## config.mk

```make
export PLATFORM = sky130hd
export DESIGN_NAME = logic_op_pipe_flat
export DESIGN_NICKNAME = d
export VERILOG_FILES = /design/src/rtl/logic_op_pipe_if.sv /design/src/rtl/logic_op_pipe.sv /design/src/flat_wrapper.sv
export SDC_FILE = /design/constraint.sdc
export NUM_CORES = 1
export LEC_CHECK = 0
export ABC_AREA = 1
export BUFFER_PORTS_ARGS = -buffer_cell sky130_fd_sc_hd__buf_2
export CAP_MARGIN = 10
export CORE_MARGIN = 1
export CORE_UTILIZATION = 33
export DETAILED_ROUTE_END_ITERATION = 16
export MAX_ROUTING_LAYER = met4
export SLEW_MARGIN = 20
export SYNTH_ARGS = -nofsm -noshare
export SYNTH_HDL_FRONTEND = slang
export SYNTH_SLANG_ARGS = --single-unit
```

## constraint.sdc

```tcl
create_clock -name clk -period 1.7 [get_ports clk]
set_input_delay 0.17 -clock clk [delete_from_list [all_inputs] [get_ports clk]]
set_output_delay 0.17 -clock clk [all_outputs]
set_load 0.005 [all_outputs]
```

## src/rtl/logic_op_pipe_if.sv

```systemverilog
// Operand/result bundle for logic_op_pipe: valid/ready operand stream in,
// valid/ready result stream out, plus the completed-transfer counter.
interface logic_op_pipe_if #(
  parameter int W     = 8,
  parameter int CNT_W = 16
);
  logic             in_valid;
  logic             in_ready;
  logic [W-1:0]     in_a;
  logic [W-1:0]     in_b;
  logic [2:0]       in_op;
  logic             out_valid;
  logic             out_ready;
  logic [W-1:0]     out_res;
  logic             out_zero;
  logic             out_par;
  logic             out_err;
  logic [CNT_W-1:0] op_count;

  // master: operand source and result consumer side
  modport master (
    output in_valid, in_a, in_b, in_op, out_ready,
    input  in_ready, out_valid, out_res, out_zero, out_par, out_err, op_count
  );

  // slave: the pipeline itself
  modport slave (
    input  in_valid, in_a, in_b, in_op, out_ready,
    output in_ready, out_valid, out_res, out_zero, out_par, out_err, op_count
  );
endinterface

```

## src/rtl/logic_op_pipe.sv

```systemverilog
// Two-stage pipelined bitwise logic unit (OR, NOT, NAND, NOR, XOR, XNOR)
// with valid/ready flow control, result flags and a transfer counter.
module logic_op_pipe #(
  parameter int W     = 8,
  parameter int CNT_W = 16
) (
  input  logic              clk,
  input  logic              rst,
  logic_op_pipe_if.slave    bus
);

  typedef enum logic [2:0] {
    OP_OR   = 3'd0,
    OP_NOT  = 3'd1,
    OP_NAND = 3'd2,
    OP_NOR  = 3'd3,
    OP_XOR  = 3'd4,
    OP_XNOR = 3'd5
  } op_t;

  logic             s1_valid;
  logic [W-1:0]     s1_a;
  logic [W-1:0]     s1_b;
  logic [2:0]       s1_op;

  logic             s2_valid;
  logic [W-1:0]     s2_res;
  logic             s2_zero;
  logic             s2_par;
  logic             s2_err;
  logic [CNT_W-1:0] count;

  logic             s1_adv;
  logic             s2_adv;
  logic [W-1:0]     res_d;
  logic             err_d;

  // A stage may advance when it is empty or the stage after it is draining.
  assign s2_adv       = !s2_valid || bus.out_ready;
  assign s1_adv       = !s1_valid || s2_adv;
  assign bus.in_ready = s1_adv;

  always_ff @(posedge clk) begin
    if (rst) begin
      s1_valid <= 1'b0;
      s1_a     <= '0;
      s1_b     <= '0;
      s1_op    <= '0;
    end else if (s1_adv) begin
      s1_valid <= bus.in_valid;
      if (bus.in_valid) begin
        s1_a  <= bus.in_a;
        s1_b  <= bus.in_b;
        s1_op <= bus.in_op;
      end
    end
  end

  // Reserved opcodes yield an all-zero result flagged as an error.
  always_comb begin
    res_d = '0;
    err_d = 1'b0;
    case (s1_op)
      OP_OR:   res_d = s1_a | s1_b;
      OP_NOT:  res_d = ~s1_a;
      OP_NAND: res_d = ~(s1_a & s1_b);
      OP_NOR:  res_d = ~(s1_a | s1_b);
      OP_XOR:  res_d = s1_a ^ s1_b;
      OP_XNOR: res_d = ~(s1_a ^ s1_b);
      default: err_d = 1'b1;
    endcase
  end

  // Result registers only load real beats so outputs keep their reset
  // values until the first valid result arrives.
  always_ff @(posedge clk) begin
    if (rst) begin
      s2_valid <= 1'b0;
      s2_res   <= '0;
      s2_zero  <= 1'b0;
      s2_par   <= 1'b0;
      s2_err   <= 1'b0;
    end else if (s2_adv) begin
      s2_valid <= s1_valid;
      if (s1_valid) begin
        s2_res  <= res_d;
        s2_zero <= (res_d == '0);
        s2_par  <= ^res_d;
        s2_err  <= err_d;
      end
    end
  end

  always_ff @(posedge clk) begin
    if (rst) begin
      count <= '0;
    end else if (s2_valid && bus.out_ready) begin
      count <= count + 1'b1;
    end
  end

  assign bus.out_valid = s2_valid;
  assign bus.out_res   = s2_res;
  assign bus.out_zero  = s2_zero;
  assign bus.out_par   = s2_par;
  assign bus.out_err   = s2_err;
  assign bus.op_count  = count;

endmodule

```

## src/flat_wrapper.sv

```systemverilog
// flat-port wrapper written by rule: the top's interface ports become plain ports
module logic_op_pipe_flat 
#(
  parameter int W     = 8,
  parameter int CNT_W = 16
)
  (clk, rst, bus_in_valid, bus_in_a, bus_in_b, bus_in_op, bus_out_ready, bus_in_ready, bus_out_valid, bus_out_res, bus_out_zero, bus_out_par, bus_out_err, bus_op_count);
  logic_op_pipe_if #(.W(W), .CNT_W(CNT_W)) bus_i ();
  input  logic clk;
  input  logic rst;
  input wire logic [$bits(bus_i.in_valid)-1:0] bus_in_valid;
  input wire logic [$bits(bus_i.in_a)-1:0] bus_in_a;
  input wire logic [$bits(bus_i.in_b)-1:0] bus_in_b;
  input wire logic [$bits(bus_i.in_op)-1:0] bus_in_op;
  input wire logic [$bits(bus_i.out_ready)-1:0] bus_out_ready;
  output wire logic [$bits(bus_i.in_ready)-1:0] bus_in_ready;
  output wire logic [$bits(bus_i.out_valid)-1:0] bus_out_valid;
  output wire logic [$bits(bus_i.out_res)-1:0] bus_out_res;
  output wire logic [$bits(bus_i.out_zero)-1:0] bus_out_zero;
  output wire logic [$bits(bus_i.out_par)-1:0] bus_out_par;
  output wire logic [$bits(bus_i.out_err)-1:0] bus_out_err;
  output wire logic [$bits(bus_i.op_count)-1:0] bus_op_count;
  assign bus_i.in_valid = bus_in_valid;
  assign bus_i.in_a = bus_in_a;
  assign bus_i.in_b = bus_in_b;
  assign bus_i.in_op = bus_in_op;
  assign bus_i.out_ready = bus_out_ready;
  assign bus_in_ready = bus_i.in_ready;
  assign bus_out_valid = bus_i.out_valid;
  assign bus_out_res = bus_i.out_res;
  assign bus_out_zero = bus_i.out_zero;
  assign bus_out_par = bus_i.out_par;
  assign bus_out_err = bus_i.out_err;
  assign bus_op_count = bus_i.op_count;
  logic_op_pipe #(.W(W), .CNT_W(CNT_W)) u_core (.clk(clk), .rst(rst), .bus(bus_i));
endmodule
```

# --- Word-level counts from Yosys, hierarchy flattened ---
# Index checks and enable logic that the tools add are counted.
classes:
  addsub: 1
  mul: 0
  div_mod_pow: 0
  magnitude_cmp: 0
  eq_ne: 5
  shift: 0
  muxes: 2
  bitwise_logic: 7
  n_reduce_logical: 11
op_table:
  columns: ["op", "count"]
  rows:
  - ["8-bit case mux with 6 select lines", 1]
  - ["8-bit inverter", 4]
  - ["16-bit by 1-bit adder with 16-bit output (second input constant)", 1]
  - ["8-bit AND", 1]
  - ["8-bit logical NOT", 1]
  - ["8-bit OR", 1]
  - ["8-bit XOR reduction", 1]
  - ["8-bit bitwise XOR", 1]
  - ["3-bit by 2-bit == test with 1-bit output (second input constant)", 2]
  - ["3-bit == test (second input constant)", 2]
  - ["6-bit OR reduction", 1]
  - ["2-bit AND reduction", 2]
  - ["3-bit by 1-bit == test with 1-bit output (second input constant)", 1]
  - ["3-bit logical NOT", 1]
  - ["1-bit logical NOT", 2]
  - ["1-bit logical OR", 2]
  - ["1-bit logical AND", 1]
  - ["1-bit two-way mux", 1]
word_totals:
  regBits: 48
  latch_bits: 0
  mem_bits_rw: 0
  mem_bits_ro: 0
  inputBits: 23
  output_inout_bits: 29
  word_cells: 36
  memories: 0

# --- Logic depth before layout (Yosys ltp) ---
# Gate-level depths: netlist of run 1.
logic_depth:
  ltp_word: 4
  ltp_mapped: 12
  ltp_nobuf: 12

# --- Worst setup path before layout of run 1 ---
# OpenSTA, ideal clock, no wires.
synth_timing:
  kind: "register to register"
  start: "register u_core.s1_op[0]"
  end: "register u_core.s2_par (netlist: u_core.bus.out_par)"
  setup_ps: 109
  arrival_time_ps: 1707
  required_time_ps: 1591
  setup_slack_ps: -115
  path_stages_with_launch: 13
  path_buffers: 1
  period_less_slack_ps: 1815
  cell_sequence: "dfxtp_1 inv_2 nor2_4 buf_8 nand3_1 nand2_1 nor3_1 ha_1 xnor2_1 xnor2_1 nand2_1 nand2_1 inv_1"
synth_via:
  elab_chain_len: 3
  word_cells_on_any_way: 8
  classes_between: "eq/ne (5); mux (1); reduce/logical (2)"
synth_rtl:
  columns: ["item", "line", "rtl"]
  rows:
  - ["start: declaration", "logic_op_pipe.sv:24", "logic [2:0] s1_op;"]
  - ["start signal: assignment", "logic_op_pipe.sv:54", "s1_op <= bus.in_op;"]
  - ["3-bit == test (tied with other cells)", "logic_op_pipe.sv:63", "case (s1_op)"]
  - ["8-bit case mux with 6 select lines *", "logic_op_pipe.sv:63", null]
  - ["8-bit XOR reduction *", "logic_op_pipe.sv:88", "s2_par <= ^res_d;"]
  - ["end signal: assignment", "logic_op_pipe.sv:88", null]
  - ["end: declaration", "logic_op_pipe.sv:29", "logic s2_par;"]
# Every way passes the cells marked *; elsewhere a longest branch is shown, timed or not.
# A chain may end at the register's enable or synchronous reset.

# --- Worst setup path after layout of run 1 ---
layout_timing:
  start: "register u_core.s1_op[2]"
  end: "register u_core.s2_par (netlist: u_core.bus.out_par)"
# Same word-level chain as after synthesis.

==> flow_summary.ini, run 1 <==
[layout]
layout_commonest_cell = buf_4
mostFrequentLayoutCells = 69 x buf_4, 65 x nand2_1, 61 x inv_1
drive_above_1_share_pct = 39.1
n_antenna_cell = 0
area_growth_pct = 45.4
nNetsFinal = 583
design_area_mm2 = 0.00412

[detailed_routing]
wl_per_cell_um = 11.5
first_iter_violations = 74
first_pass_iters = 4
num_vias = 2977
drt-vias-per-instance = 4.62
finalWirelength_mm = 7.41
postRouteAntennaNets = 0
drc = 0

[timing]
tightest_slew_ns = 0.466
hold_viol = 0
fmax_ghz = 0.529
relSlewSlack_pct = 68.8
rsz0062_at_grt = true
period_needed_ns = 1.89
setup_slack_ns = -0.192
setup_tns_ns = -0.492
fin_skew_ns = 0.0113
slew_viol_final = 0
setup_viol = 3
fin_crit_sh_pct = 111

[logic_synthesis]
ys_ff_latch = 48
synth_area_mm2 = 0.00283
netlist_instances = 420
synth_flop_cell = dfxtp_1
ys_async_sr_fraction_pct = 0
synth_nets = 464
synth-edff-count = 0
yosysSeqAreaShare_pct = 33.9
synth_area_per_cell_um2 = 6.74
yosysUniqueCellTypes = 26
yosys_warnings = 0

[die]
start_util_pct = 34.3
rows = 33
die_h_um = 94.6
coreArea_mm2 = 0.00826
fp.dieArea_mm2 = 0.00895
die_x_um = 94.6
io-pin-count = 52

[cts]
cts_buffers = 5
cts_tree = done
root_buffer = clkbuf_8
cts_sinks = 48
max-clock-path-buffers = 2
cts-htree-levels = 2
clk_pin_slew_worst_paths_ns = 0.10
insertion_delay_ns = 0.30
cts_hold_buffers = 0

[placed_design]
hpwl_mm = 5.33
port_buffers = 51
routabilityCongestion = 0.857
placed_area_mm2 = 0.00370
dp_worst_setup_slack_ns = -0.253

[run_status]
status = finished, violations left
failed_checks = setup timing

[power_and_ir_drop]
cellLeakagePower_uw = 0.00201
ir_drop_mv = 0.396
total_power_uw = 2980
combinationalPowerShare_pct = 30.5
sequentialPowerShare_pct = 41.3
p_int_uw = 2100
power_density_mw_per_mm2 = 725
p_sw_share_pct = 29.5
switchingPower_uw = 880
pwr-share-clk_pct = 28.2

[setup_path]
critical_path_class = flip-flop to flip-flop
crit_required_ns = 1.91
worst_setup_path_end_kind = flip-flop
crit_path_max_fanout = 6
worstSetupStartpoint = u_core.s1_op[2]
worstPathCellList = buf_12 > buf_4 > buf_4 > nand3_1 > nand2_1 > nor3_2 > ha_1 > xnor2_2 > xnor2_1 > nand2_1 > nand2_1 > inv_1
crit_slowest_cell = dfxtp_2
r2r-start = u_core.s1_op[2]
reg2reg_slack_ns = -0.19
max_stage_delay_ns = 0.34
cpMostUsedCell = nand2_1
start_kind = flip-flop
cpLargestDelayFamily = buffers and inverters
path_buf_inv = 4
critPathArrivalTime_ns = 2.10
worstRegToRegCells = 12
r2r_end = u_core.bus.out_par

[job]
maxCapViolCount = 0

[worst_hold_path]
min_path_cells = 3
min_path_type = input pin to flip-flop
min_from = bus_in_b[4]
min_to = u_core.s1_b[4]

[global_routing]
grt_pass1_wl_mm = 12.1
grt_overflow = 0
grt.total_usage_pct = 17.6
grt_pass1_vias = 2708
antenna_found_initial = 0
grt_max_degree = 40
==> logic make-up (layout without fill, tap and decap cells) <==
logic type | count (synthesis) | after routing | synth area share [%]
AOI/OAI and AO/OA | 65 | 65 | 11.6
xor gates and xnor gates | 3 | 3 | 0.928
adders and majority gates | 21 | 21 | 9.28
buffers and inverters | 88 | 208 | 12.7
DFF | 48 | 48 | 33.9
and+or+nand+nor | 195 | 195 | 31.6
==> cell usage after synthesis (2+ instances only) <==
library cell	number	area share, %
nor2_4	4	1.6
nor3_1	12	2.1
nand3_1	41	7.2
dfxtp_1	48	34
inv_1	73	9.7
nand3_2	4	1.4
a21oi_1	29	5.1
xnor2_1	3	0.93
o21ai_0	35	6.2
and3_1	2	0.44
buf_2	5	0.88
ha_1	21	9.3
nor2_1	49	6.5
clkbuf_1	6	0.80
nand2_1	72	9.5
nand4_1	6	1.3
==> worst min-delay path, delay by kind of cell <==
family,cells,cell delay [ns]
AO/OA/AOI/OAI,2,0.17
buffers and inverters,1,0.07
==> sequential cells by signal (all words and copies together) (netlist names) <==
signal	flops
u_core.bus.out_err	1
u_core.bus.out_valid	1
u_core.s1_valid	1
u_core.bus.op_count	16
u_core.bus.out_zero	1
u_core.s1_a	8
u_core.bus.out_par	1
u_core.s1_b	8
u_core.bus.out_res	8
u_core.s1_op	3
==> stage by stage <==
stage	util, %	std cells	hold slack (ns)
2_1_floorplan	-	420	0.318
3_3_place_gp	44.8	620	0.447
3_5_place_dp	44.8	620	0.459
4_1_cts	48.1	638	0.133
5_1_grt	49.8	645	0.142
6_report	49.8	645	0.139
==> area by class of cell <==
type / count / area [µm²]
Clock buffer: 5 / 68.8
Sequential cell: 48 / 990
Clock inverter: 3 / 41.3
Multi-Input combinational cell: 284 / 1730
Timing Repair Buffer: 126 / 870
Fill cell: 836 / 4140
Inverter: 74 / 285
Tap cell: 105 / 131
==> power groups by stage <==
stage | Combinational, µW | Clock (µW) | Sequential [µW]
finish | 909 | 842 | 1230
CTS | 832 | 877 | 1230
floorplan | 451 | 0 | 1250
global route | 1010 | 923 | 1240
detailed placement | 761 | 0 | 1260
global placement | 751 | 0 | 1250
==> worst max path at each step <==
| stage | cells past startpoint | end | slack [ns] |
|---|---|---|---|
| 6_report | 12 | u_core.bus.out_par | -0.19 |
| 3_5_place_dp | 12 | u_core.bus.out_par | -0.25 |
| 4_1_cts | 11 | u_core.bus.out_par | -0.18 |
| 3_3_place_gp | 12 | u_core.bus.out_par | -0.23 |
| 5_1_grt | 11 | u_core.bus.out_par | -0.29 |
| 2_1_floorplan | 12 | u_core.bus.out_par | -0.06 |
==> metal layers <==
layer	global-route usage [%]	up-vias	share of wire, %
li1	-	1571	-
met1	21.5	1344	47
met2	29.9	56	48
met3	3.38	6	3.5
met4	3.91	0	0.82
met5	-	-	0
==> repair_timing <==
item	in CTS	in global routing
buffers inserted	10	7
pin swaps	18	20
setup endpoints to repair	1	4
resized for setup	29	24
(Power assumes the default switching activity.)
==> run 2, diff against run 1 <==
Settings changed: PLACE_DENSITY set to 0.55.
==> run 2 against run 1 <==
  * The flow still finishes with violations (setup timing)
  * Clock-buffer cell count is 1 higher
  * Global-route usage is 0.17 points lower
  * First-iteration DRC count is 28% lower
  * Critical path depth stayed put
  * Largest cell class unchanged
  * Largest power group unchanged
==> flow_summary.ini, run 2 (synthesized netlist as in run 1, its figures left out) <==
[timing]
rsz0062_at_grt = true
period_needed_ns = 1.89
slew_viol_final = 0
tightest_slew_ns = 0.419
fin_crit_sh_pct = 111
fin_skew_ns = 0.00491
fmax_ghz = 0.529
setup_tns_ns = -0.191
setup_slack_ns = -0.191
hold_viol = 0
setup_viol = 1
relSlewSlack_pct = 72.0

[die]
die_h_um = 94.6
fp.dieArea_mm2 = 0.00895
io-pin-count = 52
start_util_pct = 34.3
die_x_um = 94.6
rows = 33
coreArea_mm2 = 0.00826

[setup_path]
crit_slowest_cell = dfxtp_4
worst_setup_path_end_kind = flip-flop
worstSetupStartpoint = u_core.s1_op[0]
max_stage_delay_ns = 0.40
crit_required_ns = 1.91
cpMostUsedCell = nand2_1
critPathArrivalTime_ns = 2.10
critical_path_class = flip-flop to flip-flop
r2r-start = u_core.s1_op[0]
start_kind = flip-flop
worstPathCellList = inv_6 > nor2_4 > clkbuf_16 > nand3_2 > nand2_2 > nor3_2 > ha_1 > xnor2_2 > xnor2_1 > nand2_1 > nand2_1 > inv_1
crit_path_max_fanout = 8

[cts]
cts_hold_buffers = 0
cts_sinks = 48
insertion_delay_ns = 0.30
cts_tree = done
clk_pin_slew_worst_paths_ns = 0.09
max-clock-path-buffers = 2
root_buffer = clkbuf_8
cts-htree-levels = 2
cts_buffers = 5

[detailed_routing]
finalWirelength_mm = 7.36
num_vias = 2899
first_iter_violations = 53
drt-vias-per-instance = 4.56
drc = 0
first_pass_iters = 4
wl_per_cell_um = 11.6
postRouteAntennaNets = 0

[placed_design]
placed_area_mm2 = 0.00370
dpl.cell_count = 622
routabilityCongestion = 0.827
port_buffers = 51
hpwl_mm = 5.34

[run_status]
status = finished, violations left
failed_checks = setup timing

[worst_hold_path]
min_path_type = input pin to flip-flop
min_from = bus_in_b[2]

[power_and_ir_drop]
cellLeakagePower_uw = 0.00194
power_density_mw_per_mm2 = 712
ir_drop_mv = 0.391

[job]
maxCapViolCount = 0

[layout]
layout.cells.non_filler = 636
area_growth_pct = 43.0
mostFrequentLayoutCells = 62 x buf_4, 60 x inv_1, 58 x nand2_1
largest_reg_flops = 16
design_area_mm2 = 0.00405
n_antenna_cell = 0
nNetsFinal = 574
layout_commonest_cell = buf_4
drive_above_1_share_pct = 39.2

[global_routing]
grt_max_degree = 40
grt.total_usage_pct = 17.4
grt_pass1_vias = 2658
antenna_found_initial = 0
grt_pass1_wl_mm = 12.0
grt_overflow = 0
## run 2: changes by cell type in the layout (fill, tap and decap cells not counted), sizes merged
| cell | previous run | this run |
|---|---|---|
| inv | 75 | 74 |
| buf | 125 | 116 |
| clkbuf | 6 | 7 |
| bufinv | 1 | 0 |
| clkinvlp | 0 | 1 |
## run 2: final cells by class
cell class	count	area (µm²)
Clock buffer	6	93.8
Clock inverter	2	12.5
Sequential cell	48	990
Timing Repair Buffer	117	806
Inverter	74	283
Tap cell	105	131
Fill cell	845	4210
Multi-Input combinational cell	284	1730
## run 2: what timing repair did
action / in CTS / in global routing
cloned: 0 / 1
pin swaps: 30 / 13
resized for setup: 38 / 16
setup endpoints to repair: 1 / 1
buffers inserted: 4 / 1
## run 2: critical path: cells and delay by family (launching register included)
family | cells | cell delay, ns
buffers and inverters | 3 | 0.27
XOR/XNOR | 2 | 0.30
AND/OR/NAND/NOR | 6 | 0.49
adder cells (fa/ha/maj) | 1 | 0.33
flip-flops | 1 | 0.40
## run 2: metrics by stage
| step | util (%) | hold slack, ns | power, µW | setup WS (ns) |
|---|---|---|---|---|
| floorplan | - | 0.318 | 1700 | -0.0607 |
| global placement | 44.8 | 0.444 | 2000 | -0.229 |
| detailed placement | 44.8 | 0.454 | 2020 | -0.247 |
| CTS | 47.8 | 0.131 | 2870 | -0.162 |
| global route | 49.0 | 0.152 | 3080 | -0.307 |
| finish | 49.0 | 0.137 | 2880 | -0.191 |
## run 2: per-layer routing
layer / global-route usage (%) / wire (µm) / vias to the layer above
met4: 3.79 / 35 / 0
li1: - / - / 1556
met5: - / 0 / -
met2: 30.3 / 3600 / 45
met3: 2.90 / 249 / 5
met1: 21.0 / 3480 / 1293
## run 2: power breakdown
group          switching [µW]  internal, µW  total [µW]
logic                     421           454         875
clock network             399           377         776
registers                42.9          1190        1230
## run 2: final timing paths
path | to | slack (ns) | depth (start not counted)
setup reg to reg | u_core.bus.out_par | -0.19 | 12
hold / removal | u_core.s1_b[2] | 0.14 | 3
setup / recovery | u_core.bus.out_par | -0.19 | 12
hold reg to reg | u_core.bus.op_count[6] | 0.49 | 2
